--- config.mk ---
export PLATFORM = sky130hd
export DESIGN_NAME = demux1_4_reg
export DESIGN_NICKNAME = d
export VERILOG_FILES = /design/src/rtl/demux1_4_reg.sv
export SDC_FILE = /design/constraint.sdc
export NUM_CORES = 1
export LEC_CHECK = 0
export ABC_CLOCK_PERIOD_IN_PS = 2300
export CORE_MARGIN = 3
export CORE_UTILIZATION = 40
export DETAILED_ROUTE_END_ITERATION = 8
export PLACE_DENSITY = 0.74
export SYNTH_ARGS = -nofsm -noshare
export SYNTH_HDL_FRONTEND = slang
export SYNTH_SLANG_ARGS = --single-unit
--- constraint.sdc ---
create_clock -name clk -period 2.3 [get_ports clk]
set_input_delay 0.345 -clock clk [delete_from_list [all_inputs] [get_ports clk]]
set_output_delay 0.345 -clock clk [all_outputs]
set_load 0.01 [all_outputs]
--- src/rtl/demux1_4_reg.sv ---
// demux1_4_reg: 1-to-4 registered demultiplexer.
// One input word per valid/ready handshake is routed to one of four output
// channels, each holding one word behind its own valid/ready handshake.
// Optional feature macro: DEMUX_RR_EN (round-robin target selection, sel ignored).
module demux1_4_reg #(
  parameter int unsigned WIDTH = 8
) (
  input  logic               clk,
  input  logic               reset,
  input  logic [WIDTH-1:0]   in_data,
  input  logic               in_valid,
  output logic               in_ready,
  input  logic [1:0]         sel,
  output logic [4*WIDTH-1:0] out_data,
  output logic [3:0]         out_valid,
  input  logic [3:0]         out_ready,
  output logic [7:0]         word_cnt
);

  localparam int unsigned NCH = 4;

  logic [1:0]       tgt;
  logic             accept;
  logic [NCH-1:0]   load;
  logic [NCH-1:0]   drain;
  logic [WIDTH-1:0] chan_data [NCH];

`ifdef DEMUX_RR_EN
  logic [1:0] rr_ptr;
  logic       unused_sel;

  assign unused_sel = ^sel;
  assign tgt        = rr_ptr;

  // Round-robin pointer advances only on accept, so a full target stalls the stream in order
  always_ff @(posedge clk) begin
    if (reset) begin
      rr_ptr <= '0;
    end else if (accept) begin
      rr_ptr <= rr_ptr + 2'd1;
    end
  end
`else
  assign tgt = sel;
`endif

  // Handshake decode: target slot free or draining this cycle; per-channel load/drain strobes
  always_comb begin
    in_ready = 1'b0;
    accept   = 1'b0;
    load     = '0;
    drain    = '0;
    if (!reset) begin
      in_ready = !out_valid[tgt] || out_ready[tgt];
    end
    accept = in_valid && in_ready;
    for (int unsigned k = 0; k < NCH; k++) begin
      load[k]  = accept && (tgt == 2'(k));
      drain[k] = out_valid[k] && out_ready[k];
    end
  end

  // Channel holding registers: a load wins over a same-cycle drain to keep full throughput
  always_ff @(posedge clk) begin
    if (reset) begin
      out_valid <= '0;
      for (int unsigned k = 0; k < NCH; k++) begin
        chan_data[k] <= '0;
      end
    end else begin
      for (int unsigned k = 0; k < NCH; k++) begin
        if (load[k]) begin
          chan_data[k] <= in_data;
          out_valid[k] <= 1'b1;
        end else if (drain[k]) begin
          out_valid[k] <= 1'b0;
        end
      end
    end
  end

  // Accepted-word counter, wraps modulo 256
  always_ff @(posedge clk) begin
    if (reset) begin
      word_cnt <= '0;
    end else if (accept) begin
      word_cnt <= word_cnt + 8'd1;
    end
  end

  // Pack channel registers onto the flat output bus
  always_comb begin
    out_data = '0;
    for (int unsigned k = 0; k < NCH; k++) begin
      out_data[k*WIDTH +: WIDTH] = chan_data[k];
    end
  end

endmodule

== Word-level counts from Yosys, hierarchy flattened ==
Memories as Yosys holds them, arrays and structs flattened.
Cells that the tools add are included.
Cells by class
  add/subtract/negate cells: 1
  magnitude comparators: 1
  equal/unequal tests: 3
  muxes and demuxes: 31
  bitwise logic cells: 4
  reduce and logical (&&, ||, !) cells: 16
Operators by type and width (number)
  $mux 8: 4
  $mux 1: 25
  $logic_and 1x1->1: 9
  $add 8x1->8 const B: 1
  $reduce_bool 2->1: 4
  $bmux 1 s2: 2
  $eq 2x2->1 const B: 2
  $or 1x1->1: 4
  $lt 2x3->1 const B: 1
  $eq 2x1->1 const B: 1
  $logic_not 2->1: 1
  $logic_not 1->1: 1
  $logic_or 1x1->1: 1
Storage, ports and cells
  flip-flop bits (word level): 12
  RAM bits: 32
  bits of input ports: 17
  output and inout port bits: 45
  logic and storage cells: 62
  memories: 1
Memories
  chan_data: words 4, bits a word 8, rd ports 4, clocked after memory_dff 0, wr ports 4, line 26  | logic [WIDTH-1:0] chan_data [NCH];

== Depth between registers and ports, before layout ==
Gate-level depths: netlist of the first run.
  depth in word-level cells: 11
  depth in mapped cells: 5
  gate-level depth less buffers: 4

== Worst setup path before layout of the first run ==
OpenSTA, ideal clock, no wires.
  kind: input to register
  from: in reset
  to: mem chan_data[1][0] (enable)
  arrival: 1.406 ns
  path slack: 0.584 ns
  stages on the path: 4
  path buffers: 1
  cell sequence: clkbuf_1 nand2b_1 nor4b_2 or2_2
RTL lines
  start, declared: line 9  | input logic reset,
  end, declared: line 26

== Final worst setup path of the first run ==
  from: in sel[1]
  to: out in_ready
Between the ends
  longest elaborated chain between the ends: 5
Ends and longest elaborated chain
  start, declared: line 13  | input logic [1:0] sel,
  $bmux 1 s2: line 54  | in_ready = !out_valid[tgt] || out_ready[tgt];
  $mux 1 (implied by the code): line 54
  $logic_not 1->1: line 54
  $logic_or 1x1->1 (*): line 54
  $mux 1 (*): line 53  | if (!reset) begin
  end, declared: line 12  | output logic in_ready,
Mark *: on every way between the ends. The rest lies on a longest branch, timed or not. The select of a mux whose other input is x is not followed.

==> impl_metrics.env, run 1 <==
export IMPL_fp_dieH_microns=72.77
export IMPL_ff_to_ff_path_depth=5
export IMPL_clock_root_buffer="clkbuf_8"
export IMPL_worstSkewPairLatency_ns=0.29
export IMPL_crit_arrival_ns=1.76
export IMPL_max_capacitance_violation_total=0
export IMPL_yosys_register_bits=44
export IMPL_crit_path_end_kind="primary output"
export IMPL_min_path_type="flip-flop to flip-flop"
export IMPL_clock_sinks=44
export IMPL_reg2reg_slack_ns=0.43
export IMPL_slowest_cell_delay_on_critical_path_ns=0.53
export IMPL_final_worst_path_period_need_ns=2.103
export IMPL_fillCellCount=336
export IMPL_yosys_synthesis_warning_count=0
export IMPL_antenna_found_initial=0
export IMPL_dp_hpwl_microns=3075
export IMPL_postLayoutCellArea_sq_um=2630
export IMPL_power_ir_vdd_worst_mv=0.3265
export IMPL_average_cell_area_after_synthesis_sq_um=13.01
export IMPL_achievable_frequency_mhz=475.6
export IMPL_ctsHoldBuffers=0
export IMPL_worst_ep_required_time_ns=1.96
export IMPL_crit_reg2reg_launch="out_valid[0]"
export IMPL_synthToLayoutAreaGrowth_pct=47.51
export IMPL_clock_path_buffers=2
export IMPL_place_congestion=0.7957
export IMPL_die_w_microns=72.77
export IMPL_timing_final_max_slew_violations=0
export IMPL_timing_critical_path_cells="clkdlybuf4s50_1 -> mux4_2 -> nor2_1 -> dlygate4sd2_1"
export IMPL_maxSlewHeadroom=0.8357
export IMPL_grt_setup_unrepaired="no"
export IMPL_crit_path_max_fanout=2
export IMPL_detailedRoute_firstPassIterationCount=4
export IMPL_synth_nets=155
export IMPL_first_iter_violations=124
export IMPL_number_of_global_route_vias_before_repair=1287
export IMPL_crit_start="sel[1]"
export IMPL_detail_route_vias_per_cell=4.985
export IMPL_setup_violations_final=0
export IMPL_outcome="finished, final reports clean"
export IMPL_p_per_area_nw_per_um2=620.0
export IMPL_average_routed_wire_per_standard_cell_microns=15.05
export IMPL_design_core_area_sq_um=4144
export IMPL_tritoncts="built"
export IMPL_power_static_leakage_uw=0.0009687
export IMPL_cts_made_buffers=5
export IMPL_timing_hold_violations_final=0
export IMPL_maximum_number_of_pins_on_one_net_before_global_route_repair=17
export IMPL_final_nets=230
export IMPL_timing_worst_slew_pin_value_ns=0.2459
export IMPL_critical_path_startpoint_type="primary input"
export IMPL_timing_rr_end="word_cnt[5]"
export IMPL_cp_slowest_cell="mux4_2"
export IMPL_antenna_violating_nets_post_route=0
export IMPL_clk_pin_slew_ns=0.08
export IMPL_multiInputGateArea_sq_um=563.0
export IMPL_port_buffers=61
export IMPL_start_util=0.4303
export IMPL_layout_drive_gt1_share=0.1268
export IMPL_groute_usage_overall=0.1597
export IMPL_die_area_sq_um=5295
export IMPL_grt_pass1_wl_microns=6306
export IMPL_mappedNetlistArea_sq_um=1783
export IMPL_final_min_period_over_clock_period=0.9142
export IMPL_cts_repair_timing_setup_buffer_count=0
export IMPL_drc=0
export IMPL_core_rowCount=23
export IMPL_synth_lib_cells_used_distinct=22
export IMPL_place_area_sq_um=2520
export IMPL_postSynthCellCount=137
export IMPL_drt_wl_total_microns=3957
export IMPL_seqCellArea_sq_um=1201
export IMPL_dr_total_vias=1311
export IMPL_antenna_diode_count=0
export IMPL_grt_ovfl_total=0
export IMPL_crit_path_end="in_ready"
export IMPL_io_pin_count=62
export IMPL_htreeDepth=2
export IMPL_path_class="primary input to primary output"
export IMPL_layout_core_utilization=0.6347
export IMPL_part_of_the_yosys_area_used_for_sequential_elements=0.6737
export IMPL_clock_skew_ns=0.005631
-- stage by stage --
| step | hold slack [ns] | cells | power (uW) | setup WS, ns | TNS [ns] |
|---|---|---|---|---|---|
| final | 0.4832 | 263 | 1631 | 0.1973 | 0 |
| after global routing | 0.5010 | 263 | 1696 | 0.1209 | 0 |
| after CTS | 0.4841 | 263 | 1651 | 0.1859 | 0 |
| after detailed placement | 0.4697 | 255 | 1078 | -0.07847 | -0.08944 |
| after global placement | 0.4599 | 255 | 1072 | -0.06365 | -0.06365 |
| after floorplan | 0.4959 | 137 | 962.9 | 0.5841 | 0 |
-- cells in the final DEF (no fill, tap or decap), types with 2 or more instances in the layout --
cell | Yosys | final
a21oi_1 | 8 | 8
and2_1 | 32 | 32
buf_4 | 0 | 10
clkbuf_8 | 0 | 5
clkdlybuf4s50_1 | 0 | 60
dfxtp_1 | 12 | 12
edfxtp_1 | 32 | 32
inv_1 | 2 | 2
nand2_1 | 2 | 2
nand3_1 | 3 | 3
nand4_1 | 2 | 2
nor2_1 | 9 | 9
nor2b_1 | 4 | 4
nor4b_2 | 2 | 2
o21ai_0 | 5 | 5
o31ai_1 | 3 | 3
or2_2 | 5 | 5
or3_1 | 5 | 5
or4_1 | 3 | 3
-- critical path: cells and delay by family --
kind                   cells  cell delay (ns)
buffers and inverters      2             0.78
multiplexers               1             0.53
AND/OR/NAND/NOR            1             0.11
-- sequential cells by signal, indices dropped and copies added, names as in the netlist --
register	cells
out_valid	4
word_cnt	8
chan_data	32
-- metal layers --
layer  vias to the layer above  GRT usage  share of wire
met1                       615     0.1982           0.44
met4                         0    0.06148          0.011
met5                         -          0              0
met3                         4    0.03581          0.070
li1                        637          -              -
met2                        55     0.2705           0.48
-- cell families after synthesis --
group,count (synthesis),synth area share
adders and majority gates,1,0.007016
and+or+nand+nor,70,0.2470
DFF,44,0.6737
buffers and inverters,5,0.01053
AOI/OAI and AO/OA,16,0.04912
muxes,1,0.01263
-- repair_timing --
item | CTS | global route
endpoints found under the setup margin | 1 | 0
resized for setup | 1 | 0
endpoints found under the hold margin | 0 | 0
-- how the worst min path moves through the flow --
stage                start     endpoint  slack (ns)  depth (start not counted)
2_1_floorplan  word_cnt[7]  word_cnt[7]        0.50                          2
3_3_place_gp   word_cnt[7]  word_cnt[7]        0.46                          2
3_5_place_dp   word_cnt[7]  word_cnt[7]        0.47                          2
4_1_cts        word_cnt[7]  word_cnt[7]        0.48                          2
5_1_grt        word_cnt[7]  word_cnt[7]        0.50                          2
6_report       word_cnt[7]  word_cnt[7]        0.48                          2
-- area by class of cell --
type / count / share of cell area
sequential: 44 / 0.4567
inverter: 2 / 0.002854
clock inverter: 3 / 0.01618
timing repair buffer: 71 / 0.2602
multi-input combinational: 88 / 0.2141
tap: 50 / 0.02379
clock buffer: 5 / 0.02617
-- cells in the mapped netlist --
library cell / instances / area [sq um]
clkbuf_1: 3 / 11.26
nand2_1: 2 / 7.510
edfxtp_1: 32 / 960.9
o21ai_0: 5 / 25.02
and2_1: 32 / 200.2
and4bb_2: 1 / 12.51
nand4_1: 2 / 12.51
nor2_1: 9 / 33.78
nand2b_1: 1 / 6.260
or4_1: 3 / 22.52
mux4_2: 1 / 22.52
o31ai_1: 3 / 22.52
nand3_1: 3 / 15.01
ha_1: 1 / 12.51
a21oi_1: 8 / 40.04
or3_1: 5 / 31.28
nor4_2: 1 / 12.51
or2_2: 5 / 31.28
inv_1: 2 / 7.510
nor2b_1: 4 / 25.02
dfxtp_1: 12 / 240.2
nor4b_2: 2 / 30.03
-- power by group --
group,internal [uW],switching [uW]
Sequential,878,12.0
Clock,322,252
Combinational,93.5,73.7
Total,1290,337
Note: power is estimated with default switching activity, not from simulation.
==> inputs of run 2 (changes only) <==
==> constraint.sdc (replaced) <==
create_clock -name clk -period 2.3 [get_ports clk]
set_input_delay 0.345 -clock clk [delete_from_list [all_inputs] [get_ports clk]]
set_output_delay 0.345 -clock clk [all_outputs]
set_load 0.005 [all_outputs]
==> run 2 against run 1 <==
Net effect: power fell by 1.7%; global-route usage fell by 0.47 points; sequential power barely moved; clock power fell by 3%; critical endpoint unchanged; first-iteration DRC count rose by 15%; worst setup slack improved by 0.037 ns; routed wire length fell by 3.7%; combinational power fell by 7%; die area did not move; register-to-register slack barely moved.
==> impl_metrics.env, run 2 (synthesis gave the netlist of run 1 again) <==
export IMPL_grt_setup_unrepaired="no"
export IMPL_synthToLayoutAreaGrowth_pct=47.30
export IMPL_crit_start="sel[1]"
export IMPL_die_w_microns=72.77
export IMPL_crit_reg2reg_launch="out_valid[0]"
export IMPL_detailedRoute_firstPassIterationCount=4
export IMPL_grt_pass1_wl_microns=6154
export IMPL_postLayoutCellArea_sq_um=2626
export IMPL_post_route_worst_setup_slack_ns=0.2345
export IMPL_layout_core_utilization=0.6338
export IMPL_slowest_cell_delay_on_critical_path_ns=0.53
export IMPL_ctsHoldBuffers=0
export IMPL_layout_commonest_cell="clkdlybuf4s50_1"
export IMPL_fp_dieH_microns=72.77
export IMPL_drc=0
export IMPL_crit_arrival_ns=1.72
export IMPL_cts_repair_resize_count=1
export IMPL_worstSkewPairLatency_ns=0.28
export IMPL_timing_hold_violations_final=0
export IMPL_place_congestion=0.7730
export IMPL_seqCellArea_sq_um=1201
export IMPL_clock_root_buffer="clkbuf_8"
export IMPL_tritoncts="built"
export IMPL_htreeDepth=2
export IMPL_first_iter_violations=143
export IMPL_port_buffers=61
export IMPL_clock_sinks=44
export IMPL_setup_violations_final=0
export IMPL_critical_path_startpoint_type="primary input"
export IMPL_design_core_area_sq_um=4144
export IMPL_cpLargestDelayFamily="buffers and inverters"
export IMPL_layout_common_cells="60 x clkdlybuf4s50_1, 32 x and2_1, 32 x edfxtp_1, 12 x dfxtp_1, 10 x buf_4"
export IMPL_place_area_sq_um=2520
export IMPL_power_static_leakage_uw=0.0009681
export IMPL_dr_total_vias=1335
export IMPL_path_class="primary input to primary output"
export IMPL_outcome="finished, final reports clean"
export IMPL_dp_hpwl_microns=2932
export IMPL_core_rowCount=23
export IMPL_crit_path_end_kind="primary output"
export IMPL_worst_path_buf_inv=2
export IMPL_layout_drive_gt1_share=0.1268
export IMPL_start_util=0.4303
export IMPL_reg2reg_slack_ns=0.43
export IMPL_antenna_violating_nets_post_route=0
export IMPL_clock_skew_ns=0.006664
export IMPL_max_flop_register="chan_data"
export IMPL_final_nets=230
export IMPL_cts_made_buffers=5
export IMPL_timing_critical_path_cells="clkdlybuf4s50_1 -> mux4_2 -> nor2_1 -> dlygate4sd2_1"
export IMPL_groute_usage_overall=0.1550
export IMPL_average_routed_wire_per_standard_cell_microns=14.49
export IMPL_power_ir_vdd_worst_mv=0.2813
export IMPL_p_per_area_nw_per_um2=610.1
export IMPL_clk_pin_slew_ns=0.08
export IMPL_maximum_number_of_pins_on_one_net_before_global_route_repair=18
export IMPL_min_path_type="flip-flop to flip-flop"
export IMPL_grt_ovfl_total=0
export IMPL_fillCellCount=318
export IMPL_drt_wl_total_microns=3811
export IMPL_achievable_frequency_mhz=484.1
export IMPL_power_uw=1602
export IMPL_cp_slowest_cell="mux4_2"
export IMPL_die_area_sq_um=5295
export IMPL_timing_final_max_slew_violations=0
export IMPL_timing_worst_slew_pin_value_ns=0.2495
export IMPL_clock_path_buffers=2
export IMPL_final_worst_path_period_need_ns=2.066
export IMPL_place_ws_ns=-0.04103
export IMPL_largest_registers="chan_data (32), word_cnt (8), out_valid (4)"
export IMPL_antenna_diode_count=0
export IMPL_final_min_period_over_clock_period=0.8981
export IMPL_antenna_found_initial=0
export IMPL_maxSlewHeadroom=0.8331
export IMPL_number_of_global_route_vias_before_repair=1281
export IMPL_largest_register_ffs=32
export IMPL_max_capacitance_violation_total=0
export IMPL_worst_ep_required_time_ns=1.96
export IMPL_io_pin_count=62
export IMPL_min_from="word_cnt[7]"
export IMPL_multiInputGateArea_sq_um=563.0
export IMPL_detail_route_vias_per_cell=5.076
export IMPL_crit_path_max_fanout=2
export IMPL_cts_repair_timing_setup_buffer_count=0
run 2: cell count changes in the layout (fill, tap and decap cells not counted), sizes merged:
cell    before  now
clkbuf       5    6
clkinv       2    1
run 2: report_power, final:
part	internal (uW)	leakage (uW)	switching [uW]	total, uW
Clock	322	0.0000552	236	558
Combinational	92.9	0.000473	61.7	155
Sequential	878	0.000440	11.6	890
run 2: cell type report:
| type | count | share of cell area |
|---|---|---|
| well taps | 50 | 0.02382 |
| flip-flops and latches | 44 | 0.4574 |
| multi-input cells | 88 | 0.2144 |
| clock inverters | 2 | 0.01334 |
| clock buffers | 6 | 0.02763 |
| repair buffers | 71 | 0.2606 |
| inverters | 2 | 0.002859 |
run 2: per-stage QoR:
stage                     hold WS (ns)  TNS [ns]  std cells
after floorplan                 0.4682         0        137
after global placement          0.4595  -0.02719        255
after detailed placement        0.4874  -0.07151        255
after CTS                       0.4984         0        263
after global routing            0.5274         0        263
final                           0.4846         0        263
run 2: layer usage:
layer	share of wire	GRT usage	vias to the layer above
met5	0	0	-
met4	0.015	0.07992	0
met3	0.087	0.03581	5
met2	0.48	0.2465	59
met1	0.42	0.1973	629
li1	-	-	642
run 2: path summary, 6_finish.rpt:
path	end	cells past startpoint
worst max register to register	word_cnt[6]	5
worst min register to register	word_cnt[7]	2
worst min-delay path	word_cnt[7]	2
worst max-delay path	in_ready	4
run 2: tightest hold or removal path, delay by kind of cell, from the launching register on:
kind           cells  cell delay, ns
AO/OA/AOI/OAI      2            0.11
flip-flops         1            0.32
==> inputs of run 3 (changes only) <==
- CORE_UTILIZATION: 40 -> 44
- PLACE_DENSITY: 0.74 -> 0.8
- SLEW_MARGIN: default -> 10
==> run 3 against run 2 <==
Net effect: non-clock buffer count grew 2; utilization grew 6.6 points; power is essentially flat; clock power is essentially flat; combinational power is essentially flat; register-to-register slack is essentially flat; sequential power is essentially flat; worst setup slack gained 0.011 ns; largest power group unchanged.
==> impl_metrics.env, run 3 (synthesis gave the netlist of run 1 again) <==
export IMPL_grt_ovfl_total=0
export IMPL_first_iter_violations=67
export IMPL_timing_hold_violations_final=0
export IMPL_grt_setup_unrepaired="no"
export IMPL_groute_usage_overall=0.1597
export IMPL_achievable_frequency_mhz=486.7
export IMPL_min_path_type="flip-flop to flip-flop"
export IMPL_antenna_diode_count=0
export IMPL_average_routed_wire_per_standard_cell_microns=13.87
export IMPL_dp_hpwl_microns=2849
export IMPL_number_of_global_route_vias_before_repair=1341
export IMPL_clock_path_buffers=2
export IMPL_timing_final_max_slew_violations=0
export IMPL_p_per_area_nw_per_um2=607.7
export IMPL_detail_route_vias_per_cell=4.970
export IMPL_worst_ep_required_time_ns=1.96
export IMPL_largest_register_ffs=32
export IMPL_clock_sinks=44
export IMPL_io_pin_count=62
export IMPL_place_ws_ns=-0.02336
export IMPL_layout_common_cells="60 x clkdlybuf4s50_1, 32 x and2_1, 32 x edfxtp_1, 12 x dfxtp_1, 12 x buf_4"
export IMPL_fp_dieH_microns=69.66
export IMPL_max_flop_register="chan_data"
export IMPL_max_capacitance_violation_total=0
export IMPL_grt_pass1_wl_microns=6210
export IMPL_start_util=0.4728
export IMPL_cts_repair_timing_setup_buffer_count=0
export IMPL_power_ir_vdd_worst_mv=0.3049
export IMPL_port_buffers=61
export IMPL_clock_root_buffer="clkbuf_8"
export IMPL_drt_wl_total_microns=3647
export IMPL_setup_violations_final=0
export IMPL_die_w_microns=69.66
export IMPL_core_rowCount=22
export IMPL_power_uw=1604
export IMPL_cts_made_buffers=5
export IMPL_final_min_period_over_clock_period=0.8934
export IMPL_largest_registers="chan_data (32), word_cnt (8), out_valid (4)"
export IMPL_maximum_number_of_pins_on_one_net_before_global_route_repair=17
export IMPL_post_route_worst_setup_slack_ns=0.2452
export IMPL_antenna_violating_nets_post_route=0
export IMPL_path_class="primary input to primary output"
export IMPL_power_static_leakage_uw=0.0009789
export IMPL_design_core_area_sq_um=3771
export IMPL_final_worst_path_period_need_ns=2.055
export IMPL_crit_path_end_kind="primary output"
export IMPL_detailedRoute_firstPassIterationCount=4
export IMPL_layout_commonest_cell="clkdlybuf4s50_1"
export IMPL_place_congestion=0.7531
export IMPL_drc=0
export IMPL_worstSkewPairLatency_ns=0.29
export IMPL_clk_pin_slew_ns=0.08
export IMPL_clock_skew_ns=0.004868
export IMPL_critical_path_startpoint_type="primary input"
export IMPL_crit_path_max_fanout=2
export IMPL_layout_drive_gt1_share=0.1349
export IMPL_timing_worst_slew_pin_value_ns=0.2551
export IMPL_antenna_found_initial=0
export IMPL_die_area_sq_um=4852
export IMPL_maxSlewHeadroom=0.8285
export IMPL_layout_core_utilization=0.6997
export IMPL_crit_arrival_ns=1.71
export IMPL_outcome="finished, final reports clean"
export IMPL_htreeDepth=2
export IMPL_synthToLayoutAreaGrowth_pct=48.00
export IMPL_final_nets=232
export IMPL_dr_total_vias=1307
export IMPL_tritoncts="built"
==> run 3: per-layer routing <==
| metal | GRT usage | part of all wire | routed length, microns | vias up |
|---|---|---|---|---|
| met5 | 0 | 0 | 0 | - |
| met4 | 0.04468 | 0.0074 | 27 | 0 |
| met3 | 0.04058 | 0.079 | 288 | 3 |
| met2 | 0.2733 | 0.51 | 1848 | 63 |
| met1 | 0.2006 | 0.41 | 1482 | 598 |
| li1 | - | - | - | 643 |
==> run 3: layout make-up <==
cell class                 instances  area, sq um
clock buffer                       6        72.57
tap                               48        60.06
inverter                           2        7.507
multi-input combinational         88        563.0
clock inverter                     2        35.03
sequential                        44         1201
timing repair buffer              73        699.4
fill                             259         1132
==> run 3: critical path, stage by stage <==
cell             delay [ns]
clkdlybuf4s50_1        0.50
mux4_2                 0.52
nor2_1                 0.10
dlygate4sd2_1          0.24
==> run 3: final timing paths <==
path / slack, ns / cells past startpoint / end / start
setup reg to reg: 0.42 / 5 / word_cnt[6] / out_valid[2]
hold reg to reg: 0.51 / 2 / word_cnt[7] / word_cnt[7]
setup / recovery: 0.25 / 4 / in_ready / sel[1]
hold / removal: 0.51 / 2 / word_cnt[7] / word_cnt[7]
==> run 3: where the power goes <==
| part | total (uW) | internal, uW | switching (uW) |
|---|---|---|---|
| sequential | 890 | 878 | 11.2 |
| clock | 561 | 322 | 239 |
| combinational | 153 | 93.7 | 59.1 |
| total | 1600 | 1290 | 310 |
==> run 3: per-stage QoR <==
step | cells | area [sq um] | hold WS, ns | setup TNS [ns]
finish | 263 | 2639 | 0.5128 | 0
global route | 263 | 2639 | 0.5275 | 0
CTS | 263 | 2639 | 0.5150 | 0
detailed placement | 255 | 2532 | 0.5044 | -0.02446
global placement | 255 | 2532 | 0.4610 | -0.01911
floorplan | 137 | 1783 | 0.4682 | 0
==> run 3: timing repair <==
action                                  4_1_cts  5_1_grt
hold buffers                                  0        0
gates resized for setup                       1        0
endpoints found under the setup margin        1        0
endpoints found under the hold margin         0        0
